**src/rtl/write_dma_ahb_master_if.sv**
```systemverilog
// Bus bundle for the DMA write-path AHB-Lite initiator: command, source-buffer and AHB signals.
// WDMA_BUSY_INSERT_EN adds mem_RD_valid (source-data flow control).
interface write_dma_ahb_master_if #(
  parameter int BUF_AW = 4
) ();
  logic              start;
  logic [31:0]       start_addr;
  logic [4:0]        beat_count;
  logic [2:0]        burst_type;
  logic [BUF_AW-1:0] mem_RD_addr;
  logic [31:0]       mem_RD_data;
`ifdef WDMA_BUSY_INSERT_EN
  logic              mem_RD_valid;
`endif
  logic [31:0]       HADDR;
  logic [31:0]       HWDATA;
  logic              HWRITE;
  logic [2:0]        HBURST;
  logic [2:0]        HSIZE;
  logic [1:0]        HTRANS;
  logic              HREADY;
  logic              HRESP;
  logic              master_busy;
  logic              master_done;
  logic              dma_error;

  modport master (
`ifdef WDMA_BUSY_INSERT_EN
    input  mem_RD_valid,
`endif
    input  start, start_addr, beat_count, burst_type, mem_RD_data, HREADY, HRESP,
    output mem_RD_addr, HADDR, HWDATA, HWRITE, HBURST, HSIZE, HTRANS,
    output master_busy, master_done, dma_error
  );

  modport slave (
`ifdef WDMA_BUSY_INSERT_EN
    output mem_RD_valid,
`endif
    output start, start_addr, beat_count, burst_type, mem_RD_data, HREADY, HRESP,
    input  mem_RD_addr, HADDR, HWDATA, HWRITE, HBURST, HSIZE, HTRANS,
    input  master_busy, master_done, dma_error
  );
endinterface

```
**src/rtl/write_dma_ahb_master.sv**
```systemverilog
// AHB-Lite write-burst initiator for the DMA write path; one command in flight, 1KB-boundary safe.
// Optional WDMA_BUSY_INSERT_EN: stall on mem_RD_valid with BUSY (or IDLE before a NONSEQ).
module write_dma_ahb_master #(
  parameter int MAX_BEATS = 16,
  parameter int BUF_AW    = 4
) (
  input logic HCLK,
  input logic HRESET,
  write_dma_ahb_master_if.master bus
);
  localparam int BW = $clog2(MAX_BEATS) + 1;

  localparam logic [1:0] T_IDLE = 2'b00, T_BUSY = 2'b01, T_NSEQ = 2'b10, T_SEQ = 2'b11;
  localparam logic [2:0] B_SINGLE = 3'd0, B_INCR = 3'd1, B_INCR4 = 3'd3,
                         B_INCR8  = 3'd5, B_INCR16 = 3'd7;

  typedef enum logic [1:0] {S_IDLE, S_ADDR, S_DLAST, S_ERR} state_t;

  state_t      r_state;
  logic [31:0] r_haddr, r_hwdata;
  logic [1:0]  r_htrans, r_pend_tr;
  logic [2:0]  r_hburst;
  logic        r_hwrite, r_busy, r_done, r_err;
  logic        r_dph;    // a write data phase is on the bus this cycle
  logic        r_hold;   // waiting for source data before launching r_pend_tr
  logic [BW-1:0] r_beat, r_left;

  logic [BW-1:0] w_len;
  logic [2:0]    w_bt;
  logic [10:0]   w_end;
  logic          w_cross, w_err, w_src_ok;
  logic [31:0]   w_next_addr;
  logic [1:0]    w_next_tr;

  always_comb begin
    w_len = BW'(1);
    w_bt  = B_SINGLE;
    case (bus.burst_type)
      B_INCR: begin
        w_bt  = B_INCR;
        w_len = (int'(bus.beat_count) > MAX_BEATS) ? BW'(MAX_BEATS) : BW'(bus.beat_count);
      end
      B_INCR4:  begin w_bt = B_INCR4;  w_len = BW'(4);  end
      B_INCR8:  begin w_bt = B_INCR8;  w_len = BW'(8);  end
      B_INCR16: begin w_bt = B_INCR16; w_len = BW'(16); end
      default: ;
    endcase
  end

  // A burst whose last byte would land past the next 1KB line must be sent as INCR.
  assign w_end   = {1'b0, bus.start_addr[9:0]} + (11'(w_len) << 2);
  assign w_cross = w_end > 11'd1024;

  assign w_next_addr = r_haddr + 32'd4;
  assign w_next_tr   = (w_next_addr[9:0] == 10'd0) ? T_NSEQ : T_SEQ;
  assign w_err       = r_dph && bus.HRESP && !bus.HREADY;

`ifdef WDMA_BUSY_INSERT_EN
  assign w_src_ok = bus.mem_RD_valid;
`else
  assign w_src_ok = 1'b1;
`endif

  always_ff @(posedge HCLK or posedge HRESET) begin
    if (HRESET) begin
      r_state   <= S_IDLE;
      r_haddr   <= '0;
      r_hwdata  <= '0;
      r_htrans  <= T_IDLE;
      r_pend_tr <= T_IDLE;
      r_hburst  <= B_SINGLE;
      r_hwrite  <= 1'b0;
      r_busy    <= 1'b0;
      r_done    <= 1'b0;
      r_err     <= 1'b0;
      r_dph     <= 1'b0;
      r_hold    <= 1'b0;
      r_beat    <= '0;
      r_left    <= '0;
    end else begin
      r_done <= 1'b0;
      r_err  <= 1'b0;
      if (bus.HREADY) r_dph <= r_htrans[1];

      case (r_state)
        S_IDLE: begin
          if (bus.start && (w_len != '0)) begin
            r_state   <= S_ADDR;
            r_busy    <= 1'b1;
            r_hwrite  <= 1'b1;
            r_haddr   <= bus.start_addr;
            r_hburst  <= w_cross ? B_INCR : w_bt;
            r_beat    <= '0;
            r_left    <= w_len;
            r_pend_tr <= T_NSEQ;
            r_htrans  <= w_src_ok ? T_NSEQ : T_IDLE;
            r_hold    <= !w_src_ok;
          end
        end

        S_ADDR: begin
          if (w_err) begin
            r_state  <= S_ERR;
            r_htrans <= T_IDLE;
            r_haddr  <= '0;
            r_hold   <= 1'b0;
          end else if (bus.HREADY) begin
            if (r_hold) begin
              if (w_src_ok) begin
                r_htrans <= r_pend_tr;
                r_hold   <= 1'b0;
              end
            end else begin
              r_hwdata <= bus.mem_RD_data;
              if (r_left == BW'(1)) begin
                r_state  <= S_DLAST;
                r_htrans <= T_IDLE;
                r_haddr  <= '0;
              end else begin
                r_left    <= r_left - BW'(1);
                r_beat    <= r_beat + BW'(1);
                r_haddr   <= w_next_addr;
                r_pend_tr <= w_next_tr;
                if (w_next_tr == T_NSEQ) r_hburst <= B_INCR;
                // BUSY may only precede a SEQ; before a boundary NONSEQ we idle instead.
                if (w_src_ok)                r_htrans <= w_next_tr;
                else if (w_next_tr == T_SEQ) r_htrans <= T_BUSY;
                else                         r_htrans <= T_IDLE;
                r_hold <= !w_src_ok;
              end
            end
          end
        end

        S_DLAST: begin
          if (w_err) begin
            r_state <= S_ERR;
          end else if (bus.HREADY) begin
            r_state  <= S_IDLE;
            r_busy   <= 1'b0;
            r_done   <= 1'b1;
            r_hwrite <= 1'b0;
            r_beat   <= '0;
          end
        end

        S_ERR: begin
          if (bus.HREADY) begin
            r_state  <= S_IDLE;
            r_busy   <= 1'b0;
            r_done   <= 1'b1;
            r_err    <= 1'b1;
            r_hwrite <= 1'b0;
            r_beat   <= '0;
          end
        end

        default: r_state <= S_IDLE;
      endcase
    end
  end

  assign bus.mem_RD_addr = BUF_AW'(r_beat);
  assign bus.HADDR       = r_haddr;
  assign bus.HWDATA      = r_hwdata;
  assign bus.HWRITE      = r_hwrite;
  assign bus.HBURST      = r_hburst;
  assign bus.HSIZE       = 3'b010;
  assign bus.HTRANS      = r_htrans;
  assign bus.master_busy = r_busy;
  assign bus.master_done = r_done;
  assign bus.dma_error   = r_err;
endmodule

```
**src/flat_wrapper.sv**
```systemverilog
// flat-port wrapper written by rule: the top's interface ports become plain ports
module write_dma_ahb_master_flat 
#(
  parameter int MAX_BEATS = 16,
  parameter int BUF_AW    = 4
)
  (HCLK, HRESET, bus_start, bus_start_addr, bus_beat_count, bus_burst_type, bus_mem_RD_data, bus_HREADY, bus_HRESP, bus_mem_RD_addr, bus_HADDR, bus_HWDATA, bus_HWRITE, bus_HBURST, bus_HSIZE, bus_HTRANS, bus_master_busy, bus_master_done, bus_dma_error);
  write_dma_ahb_master_if #(.BUF_AW(BUF_AW)) bus_i ();
  input logic HCLK;
  input logic HRESET;
  input wire logic [$bits(bus_i.start)-1:0] bus_start;
  input wire logic [$bits(bus_i.start_addr)-1:0] bus_start_addr;
  input wire logic [$bits(bus_i.beat_count)-1:0] bus_beat_count;
  input wire logic [$bits(bus_i.burst_type)-1:0] bus_burst_type;
  input wire logic [$bits(bus_i.mem_RD_data)-1:0] bus_mem_RD_data;
  input wire logic [$bits(bus_i.HREADY)-1:0] bus_HREADY;
  input wire logic [$bits(bus_i.HRESP)-1:0] bus_HRESP;
  output wire logic [$bits(bus_i.mem_RD_addr)-1:0] bus_mem_RD_addr;
  output wire logic [$bits(bus_i.HADDR)-1:0] bus_HADDR;
  output wire logic [$bits(bus_i.HWDATA)-1:0] bus_HWDATA;
  output wire logic [$bits(bus_i.HWRITE)-1:0] bus_HWRITE;
  output wire logic [$bits(bus_i.HBURST)-1:0] bus_HBURST;
  output wire logic [$bits(bus_i.HSIZE)-1:0] bus_HSIZE;
  output wire logic [$bits(bus_i.HTRANS)-1:0] bus_HTRANS;
  output wire logic [$bits(bus_i.master_busy)-1:0] bus_master_busy;
  output wire logic [$bits(bus_i.master_done)-1:0] bus_master_done;
  output wire logic [$bits(bus_i.dma_error)-1:0] bus_dma_error;
  assign bus_i.start = bus_start;
  assign bus_i.start_addr = bus_start_addr;
  assign bus_i.beat_count = bus_beat_count;
  assign bus_i.burst_type = bus_burst_type;
  assign bus_i.mem_RD_data = bus_mem_RD_data;
  assign bus_i.HREADY = bus_HREADY;
  assign bus_i.HRESP = bus_HRESP;
  assign bus_mem_RD_addr = bus_i.mem_RD_addr;
  assign bus_HADDR = bus_i.HADDR;
  assign bus_HWDATA = bus_i.HWDATA;
  assign bus_HWRITE = bus_i.HWRITE;
  assign bus_HBURST = bus_i.HBURST;
  assign bus_HSIZE = bus_i.HSIZE;
  assign bus_HTRANS = bus_i.HTRANS;
  assign bus_master_busy = bus_i.master_busy;
  assign bus_master_done = bus_i.master_done;
  assign bus_dma_error = bus_i.dma_error;
  write_dma_ahb_master #(.MAX_BEATS(MAX_BEATS), .BUF_AW(BUF_AW)) u_core (.HCLK(HCLK), .HRESET(HRESET), .bus(bus_i));
endmodule
```
**config.mk**
```make
export PLATFORM = sky130hd
export DESIGN_NAME = write_dma_ahb_master_flat
export DESIGN_NICKNAME = d
export VERILOG_FILES = /design/src/rtl/write_dma_ahb_master_if.sv /design/src/rtl/write_dma_ahb_master.sv /design/src/flat_wrapper.sv
export SDC_FILE = /design/constraint.sdc
export NUM_CORES = 1
export LEC_CHECK = 0
export BUFFER_PORTS_ARGS = -buffer_cell sky130_fd_sc_hd__buf_2
export CORE_MARGIN = 1.5
export CORE_UTILIZATION = 50
export CTS_CLUSTER_DIAMETER = 40
export DETAILED_ROUTE_END_ITERATION = 7
export PLACE_DENSITY = 0.86
export SLEW_MARGIN = 20
export SYNTH_ARGS = -nofsm -noshare
export SYNTH_HDL_FRONTEND = slang
export SYNTH_SLANG_ARGS = --single-unit
```
**constraint.sdc**
```tcl
create_clock -name HCLK -period 7 [get_ports HCLK]
set_input_delay 1.4 -clock HCLK [delete_from_list [all_inputs] [get_ports HCLK]]
set_output_delay 1.4 -clock HCLK [all_outputs]
set_load 0.1 [all_outputs]
```
==> metrics.csv, run 1 <==
metric;value;unit
die_area;9740;um2
cpLargestDelayFamily;simple AND/OR/NAND/NOR gates;
routed_wl;11900;um
rsz0062_at_grt;false;
vias;4281;
area_delta_synth_final;21.8;%
avgSynthCellArea;9.64;um2
gr-total-overflow;0;
pin_count;157;
hp-class;flop to flop;
place_congestion;0.823;
setup_violations;0;
synth_warnings;0;
h-tree-depth;3;
final_common_cell;buf_2;
drive_gt1_share;35.7;%
worst-path-max-fanout;6;
async_flop_share;100;%
wl_per_cell;16.4;um
yosysUniqueCellTypes;55;
grt_usage;24.7;%
required;7210;ps
diodes;0;
dp_hpwl;8610;um
r2r-start;u_core.bus.HADDR[2]$_DFFE_PP0P_;
grt_pass1_wl;19500;um
fillerInstances;738;
synth_top_family_by_area;compound AO/OA/AOI/OAI gates;
ys_seq_area_share;45.9;%
clkTransAtPathRegs;80;ps
drt-initial-drc-count;214;
cts_tree;done;
violations;DRC;
antenna_found_initial;0;
initial_core_util;52.0;%
firstDrtPassIters;7;
seq_area;2100;um2
tns;0;ps
crit_start;bus_burst_type[2];
clk_latency;350;ps
path_buf_inv;1;
drc;13;
clockBufferDepth;2;
endpoint_kind;flop;
ctsHoldBuffers;0;
ys_ff_latch;84;
slew_headroom;49.6;%
clock.fmax;295;MHz
cp-start-kind;input pin;
place_area;5370;um2
multi_input_area;2270;um2
core_area;8810;um2
cts_made_buffers;9;
crit_chain;buf_2, nor3_2, nand2_1, nand2_1, ha_1, fa_1, nor4_1, o21ai_0, nor3_1, a32oi_1, nor2_1, mux2i_1;
rows;34;
viasPerCell;5.89;
cts_setup_buffers;0;
utilization;63.4;%
final_cell_mix;buf_2, dfrtp_1, o21ai_0;
arrival;3600;ps
worstHoldStart;u_core.bus.HWDATA[8]$_DFFE_PP0P_;
grt_pass1_vias;4135;
antenna_left;0;
grt_max_degree;85;
post-route-period-util;48.4;%
crit_path_max_incr_delay;420;ps
finalClockSkew;10.4;ps
min_period;3390;ps
status;complete, but fails checks;
syn_inst;475;
cp_common_cell;nand2_1;
portBuffers;153;
synth_fa_ha_area_share;3.17;%
synthMuxAreaShare;9.51;%
synth_simple_gate_area_share;16.1;%
synthXorXnorAreaFrac;0.765;%
maxCapViolCount;0;
synth_ff_type;dfrtp_1;
synth-edff-count;0;
critical_path_class;input pin to flop;
cts.sink_count;84;
design_area;5580;um2
hold_viol_final;0;
syn-cell-area;4580;um2
cts_root_buf;clkbuf_8;
die_x;98.7;um
ctsResizeCount;0;
synth_compound_area_share;19.8;%
finalMaxSlewViolations;0;
nets;702;
max_slew.worst_pin.slew;755;ps
slowest_stage;fa_1;
die_h;98.7;um
## logic make-up (layout without fill, tap and decap cells)
group / count (synthesis) / after routing
other: 2 / 3
muxes: 39 / 39
adders and majority gates: 11 / 11
DFF: 84 / 84
AOI/OAI and AO/OA: 151 / 151
xor gates and xnor gates: 4 / 4
buffers and inverters: 46 / 189
and+or+nand+nor: 138 / 138
## synth_stat cells, drive strengths merged, types with 3 or more instances
cell type	instances	share of area, %
o31a	4	0.76
ha	10	2.7
nor2	32	2.6
a31oi	10	1.4
nand2	43	3.6
dfrtp	84	46
nand3	12	1.3
inv	15	1.2
a21o	3	0.49
a21boi	3	0.49
nor3b	4	0.66
nor3	13	1.6
and2	3	0.41
o21ai	68	7.4
mux2i	3	0.66
a22oi	6	0.98
and4	4	0.76
clkbuf	12	0.98
mux2	36	8.9
buf	19	2.5
a32oi	11	2.1
nand4	5	1.1
o22ai	4	0.55
a21oi	29	3.2
and3	8	1.1
a211oi	3	0.49
nor4	5	1.1
## flip-flops by register name (all words and copies together) (netlist names)
signal	count
u_core.bus.dma_error	1
u_core.r_state	2
u_core.bus.master_busy	1
u_core.r_dph	1
u_core.bus.master_done	1
u_core.bus.HBURST	3
u_core.bus.HADDR	32
u_core.bus.HTRANS	2
u_core.r_beat	4
u_core.r_left	5
u_core.bus.HWDATA	32
## final timing paths
kind | endpoint | slack [ps] | cells past startpoint
worst max register to register | u_core.bus.HBURST[2]$_DFFE_PP0P_ | 4330 | 7
max in group asynchronous | u_core.r_left[3]$_DFFE_PP0P_ | 5250 | 3
worst min register to register | u_core.bus.HWDATA[8]$_DFFE_PP0P_ | 510 | 1
worst max-delay path | u_core.bus.HBURST[0]$_DFFE_PP0P_ | 3610 | 12
worst min-delay path | u_core.bus.HWDATA[8]$_DFFE_PP0P_ | 510 | 1
min in group asynchronous | u_core.bus.HWDATA[29]$_DFFE_PP0P_ | 1250 | 3
## worst register-to-register path: cells and delay by family (launching register included)
kind                     cells  cell delay, ps
AO/OA/AOI/OAI                3             880
AND/OR/NAND/NOR              2             520
multiplexers                 1             340
flip-flops                   1             510
adder cells (fa/ha/maj)      1             300
## through the flow
stage               setup slack, ps  cells  hold WS (ps)
finish                         3610    727           505
global route                   3400    727           522
CTS                            3650    727           509
detailed placement             3270    711           489
global placement               3380    711           465
floorplan                      3430    476           488
## area by class of cell
type	instances	area share, %
clock buffer	9	2.22
tap	108	2.42
clock inverter	7	1.46
timing repair buffer	158	14.5
sequential	84	37.7
multi-input combinational	346	40.7
inverter	15	1.03
## per-layer routing
metal | vias to the layer above | track usage (%) | wire [um]
met1 | 2076 | 32.7 | 4950
met5 | - | 0 | 0
met2 | 165 | 41.7 | 6000
met3 | 24 | 2.91 | 714
met4 | 0 | 9.78 | 233
li1 | 2016 | - | -
Power of run 1 is not shown: default switching activity piles up to over one toggle a cycle in this logic, so the estimate is an artifact.
==> run 2: changes to the inputs <==
ABC_AREA = 1   (was unset)
CORE_UTILIZATION = 47   (was 50)
PLACE_DENSITY = 0.83   (was 0.86)
clock period = 3.1 ns   (was 7 ns; I/O delays follow)
==> run 2 against run 1 <==
  * Highest routed layer unchanged
  * Critical path type unchanged
  * Sequential share of layout area shrank 3.7 points
  * Via count grew 19%
  * Global-route usage shrank 0.15 points
  * The flow now finishes without violations
==> metrics.csv, run 2 <==
metric;value;unit;change
ctsResizeCount;0;;unchanged
endpoint_kind;flop;;
die_area;11500;um2;+19%
clkTransAtPathRegs;110;ps;+30 ps
cts_tree;done;;
place_congestion;0.918;;+12%
cp_common_cell;nand2_1;;
synth_top_cell_by_area;dfrtp_1;;
crit_chain;buf_2, inv_2, nor2_4, nand3_1, nand2_1, ha_1, fa_1, nor3_1, nand2_1, nor2_1, nand4_1, nand2_1, nand2_1, nand3_1, nand2_1;;
drive_gt1_share;26.3;%;-9.4 points
post-route-period-util;71.9;%;
critical_path_class;input pin to flop;;
final_common_cell;nand2_1;;
firstDrtPassIters;5;;-2
clk_latency;360;ps;about the same
grt_pass1_vias;4644;;+12%
met1Wirelength;6240;um;+26%
gr-total-overflow;0;;unchanged
synth_warnings;0;;unchanged
place_area;5980;um2;+11%
met3_length;1030;um;+44%
die_h;107;um;+8.9%
core_area;10500;um2;+19%
path_buf_inv;2;;+1
arrival;2490;ps;-1110 ps
viasPerCell;5.16;;-12%
finalClockSkew;14.5;ps;+4.13 ps
antenna_left;0;;unchanged
synth-edff-count;0;;unchanged
design_area;6180;um2;+11%
min_period;2230;ps;
cts.sink_count;84;;unchanged
maxCapViolCount;0;;unchanged
synth_common_cells;nand2_1, dfrtp_1, nor2_1;;
grt_usage;24.5;%;-0.15 points
rsz0062_at_grt;false;;
ys_seq_area_share;41.0;%;-4.9 points
cpLargestDelayFamily;simple AND/OR/NAND/NOR gates;;
finalMaxSlewViolations;0;;unchanged
vias;5098;;+19%
hp-class;input pin to async pin;;
netlist.area_leader.share;41.0;%;-4.9 points
pin_count;157;;unchanged
drc;0;;-13
clockBufferDepth;2;;unchanged
portBuffers;153;;unchanged
cp-start-kind;input pin;;
cts_root_buf;clkbuf_8;;
yosysUniqueCellTypes;40;;-27%
rows;37;;+8.8%
dp.cells;972;;+37%
slowest_stage;fa_1;;
synth_ff_type;dfrtp_1;;
grt_pass1_wl;22400;um;+15%
crit_path_max_incr_delay;430;ps;about the same
h-tree-depth;3;;unchanged
route.met2.wl;6250;um;+4.1%
slew_headroom;59.5;%;+9.8 points
required;3360;ps;-3850 ps
nets;935;;+33%
final_cell_mix;nand2_1, buf_2, dfrtp_1;;
ys_top_cells_by_area;dfrtp_1, nand2_1, mux2_2;;
finalNonFillerCells;988;;+36%
grt_max_degree;52;;-39%
cts_setup_buffers;0;;unchanged
async_flop_share;100;%;unchanged
ctsHoldBuffers;0;;unchanged
initial_core_util;49.0;%;-3.0 points
setup_violations;0;;unchanged
die_x;107;um;+8.9%
syn-cell-area;5130;um2;+12%
avgSynthCellArea;7.34;um2;-24%
status;completed;;
wl_per_cell;13.9;um;-15%
routed.top_layer;met4;;
area_delta_synth_final;20.5;%;
dp_hpwl;10400;um;+21%
worst-path-max-fanout;4;;-2
routed_wl;13700;um;+15%
cts_made_buffers;9;;unchanged
hold_viol_final;0;;unchanged
clock.fmax;449;MHz;
synth.most_common_cell;nand2_1;;
ys_ff_latch;84;;unchanged
syn_inst;699;;+47%
antenna_found_initial;0;;unchanged
diodes;0;;unchanged
max_slew.worst_pin.slew;607;ps;-148 ps
drt-initial-drc-count;328;;+53%
tns;0;ps;unchanged
## run 2: routing by layer
| layer | vias to the layer above | global-route usage [%] |
|---|---|---|
| li1 | 2535 | - |
| met1 | 2342 | 35.1 |
| met2 | 206 | 38.9 |
| met3 | 15 | 3.45 |
| met4 | 0 | 6.67 |
| met5 | - | 0 |
## run 2: through the flow
step	setup WS, ps	utilization, %	hold slack [ps]
floorplan	315	-	454
global placement	592	57.1	474
detailed placement	505	57.1	488
CTS	892	59.1	294
global route	664	59.1	315
finish	872	59.1	289
## run 2: kinds of logic (layout without fill, tap and decap cells)
family / count (synthesis) / after routing / share of synthesized area, %
multiplexers: 32 / 32 / 7.03
AND/OR/NAND/NOR: 399 / 399 / 32.4
other: 2 / 3 / 0.146
flip-flops: 84 / 84 / 41.0
XOR/XNOR: 3 / 3 / 0.512
adder cells (fa/ha/maj): 11 / 11 / 2.83
buffers and inverters: 90 / 242 / 7.71
AO/OA/AOI/OAI: 78 / 78 / 8.42
## run 2: cell type report
class	instances	area, um2
inverter	69	263
timing repair buffer	157	808
tap	136	170
clock inverter	7	78.8
clock buffer	9	124
fill	1019	4280
multi-input combinational	526	2640
sequential	84	2100
## run 2: final timing paths
path                                              startpoint                                end  slack [ps]  cells past startpoint
max reg2reg                  u_core.bus.HADDR[2]$_DFFE_PP0P_   u_core.bus.HBURST[2]$_DFFE_PP0P_        1010                     12
max in group asynchronous                             HRESET     u_core.bus.dma_error$_DFF_PP0_        2130                      3
min in group HCLK                         bus_mem_RD_data[6]   u_core.bus.HWDATA[6]$_DFFE_PP0P_         480                      2
min reg2reg                u_core.bus.HWDATA[23]$_DFFE_PP0P_  u_core.bus.HWDATA[23]$_DFFE_PP0P_         510                      1
max                                        bus_burst_type[0]   u_core.bus.HBURST[0]$_DFFE_PP0P_         870                     15
min                                                   HRESET   u_core.bus.HWDATA[2]$_DFFE_PP0P_         290                      2
Power of run 2 is left out for the same reason.
==> run 3: changes to the inputs <==
ABC_AREA = 0   (was 1)
CORE_UTILIZATION = 46   (was 47)
clock period = 1.79 ns   (was 3.1 ns; I/O delays follow)
==> run 3 against run 2 <==
  * Setup slack got worse by 1200 ps
  * Sequential share of layout area fell by 3.4 points
  * Core utilization up 14 points
  * Routed wire length increased by 14%
  * Cell count down 13%
  * Cell area is 15% higher
  * Critical path type is now flop to flop
  * Sequential cell count stayed put
  * The run now ends with setup timing left
==> metrics.csv, run 3 (same netlist as run 1, synthesis figures left out) <==
metric;value;unit;change
path_depth;8;;-7
crit_start;u_core.bus.HADDR[2]$_DFFE_PP0P_;;
grt_max_degree;33;;-37%
drc;0;;unchanged
initial_core_util;47.1;%;-1.9 points
cts.sink_count;84;;unchanged
rows;36;;-2.7%
max_slew.worst_pin.slew;603;ps;-4.30 ps
place_area;6220;um2;+4.1%
setup_violations;24;;+24
portBuffers;153;;unchanged
finalMaxSlewViolations;0;;unchanged
area_delta_synth_final;54.7;%;
cp_common_cell;buf_4;;
grt_usage;26.8;%;+2.2 points
antenna_left;0;;unchanged
setup_slack;-314;ps;-1190 ps
nets;805;;-14%
die_x;103;um;-4.3%
slew_headroom;59.7;%;+0.25 points
pin_count;157;;unchanged
hp-class;input pin to async pin;;
wl_per_cell;18.2;um;+31%
cts_made_buffers;9;;unchanged
h-tree-depth;3;;unchanged
critical_path_class;flop to flop;;
slowest_stage;dfrtp_4;;
vias;4803;;-5.8%
cp-start-kind;flop;;
required;2060;ps;-1300 ps
design_area;7080;um2;+15%
hold_viol_final;0;;unchanged
rsz0062_at_grt;true;;
cts_root_buf;clkbuf_8;;
worst-path-max-fanout;5;;+1
rrSetupSlack;-310;ps;-1320 ps
endpoint_kind;flop;;
die_h;103;um;-4.3%
clk_latency;370;ps;about the same
grt_pass1_vias;4623;;-0.45%
cpLargestDelayFamily;flip-flops;;
maxCapViolCount;0;;unchanged
crit_chain;buf_4, nand3_1, xor2_1, nand4_1, a211oi_2, buf_4, a31oi_2, mux2_2;;
diodes;0;;unchanged
finalClockSkew;11.6;ps;-2.86 ps
routed_wl;15500;um;+14%
grt_pass1_wl;21900;um;-2.6%
final_cell_mix;buf_2, buf_4, dfrtp_1;;
clkTransAtPathRegs;100;ps;about the same
firstDrtPassIters;5;;unchanged
arrival;2370;ps;-120 ps
cts_tree;done;;
antenna_found_initial;0;;unchanged
r2r-start;u_core.bus.HADDR[2]$_DFFE_PP0P_;;
final_common_cell;buf_2;;
fillerInstances;671;;-34%
drt-initial-drc-count;320;;-2.4%
gr-total-overflow;0;;unchanged
status;complete, but fails checks;;
crit_path_end;u_core.bus.HBURST[1]$_DFFE_PP0P_;;
die_area;10600;um2;-8.5%
violations;setup timing;;
drive_gt1_share;56.4;%;+30 points
viasPerCell;5.62;;+8.9%
reg2reg_depth;8;;-4
crit_path_max_incr_delay;530;ps;+100 ps
dp_hpwl;10000;um;-3.8%
clock.fmax;475;MHz;
post-route-period-util;118;%;
min_period;2100;ps;
core_area;9730;um2;-7.0%
clockBufferDepth;2;;unchanged
place_congestion;0.913;;-0.58%
timing.rr.end;u_core.bus.HBURST[1]$_DFFE_PP0P_;;
path_buf_inv;2;;unchanged
run 3: how the worst min path moves through the flow:
stage          slack, ps                                 to  cells after the start
2_1_floorplan        490           u_core.r_dph$_DFFE_PP0P_                      1
3_3_place_gp         450  u_core.bus.HWDATA[29]$_DFFE_PP0P_                      2
3_5_place_dp         460  u_core.bus.HWDATA[31]$_DFFE_PP0P_                      2
4_1_cts               50  u_core.bus.HWDATA[31]$_DFFE_PP0P_                      2
5_1_grt               60  u_core.bus.HWDATA[31]$_DFFE_PP0P_                      2
6_report              40  u_core.bus.HWDATA[24]$_DFFE_PP0P_                      2
run 3: metrics by stage:
step | util (%) | setup slack, ps | hold WS, ps | instances | TNS, ps
2_1_floorplan | - | -439 | 488 | 476 | -3290
3_3_place_gp | 64.0 | -740 | 446 | 814 | -8020
3_5_place_dp | 64.0 | -849 | 459 | 814 | -10440
4_1_cts | 69.8 | -264 | 50.8 | 848 | -2320
5_1_grt | 72.8 | -451 | 61.5 | 855 | -7370
6_report | 72.8 | -314 | 43.8 | 855 | -3620
run 3: cell type report:
class / count / area (um2) / share of cell area [%]
Timing Repair Buffer: 261 / 1820 / 25.8
Tap cell: 133 / 166 / 2.35
Inverter: 15 / 60.1 / 0.848
Sequential cell: 84 / 2170 / 30.6
Clock buffer: 9 / 124 / 1.75
Clock inverter: 7 / 58.8 / 0.830
Multi-Input combinational cell: 346 / 2690 / 37.9
run 3: timing repair:
action                     4_1_cts  5_1_grt
gates cloned                     3        3
pin swaps                       24       28
gates resized for setup         60       64
hold buffers                     0        0
setup buffers                   17       10
setup endpoints to repair       36       75
run 3: per-layer routing:
layer  vias to the layer above  wire length, um  track usage [%]
met5                         -                0                0
met4                         0              351             9.46
met3                        31              910             5.15
met2                       211             8110             45.2
met1                      2338             6180             34.5
li1                       2223                -                -
Power of run 3 is left out for the same reason.
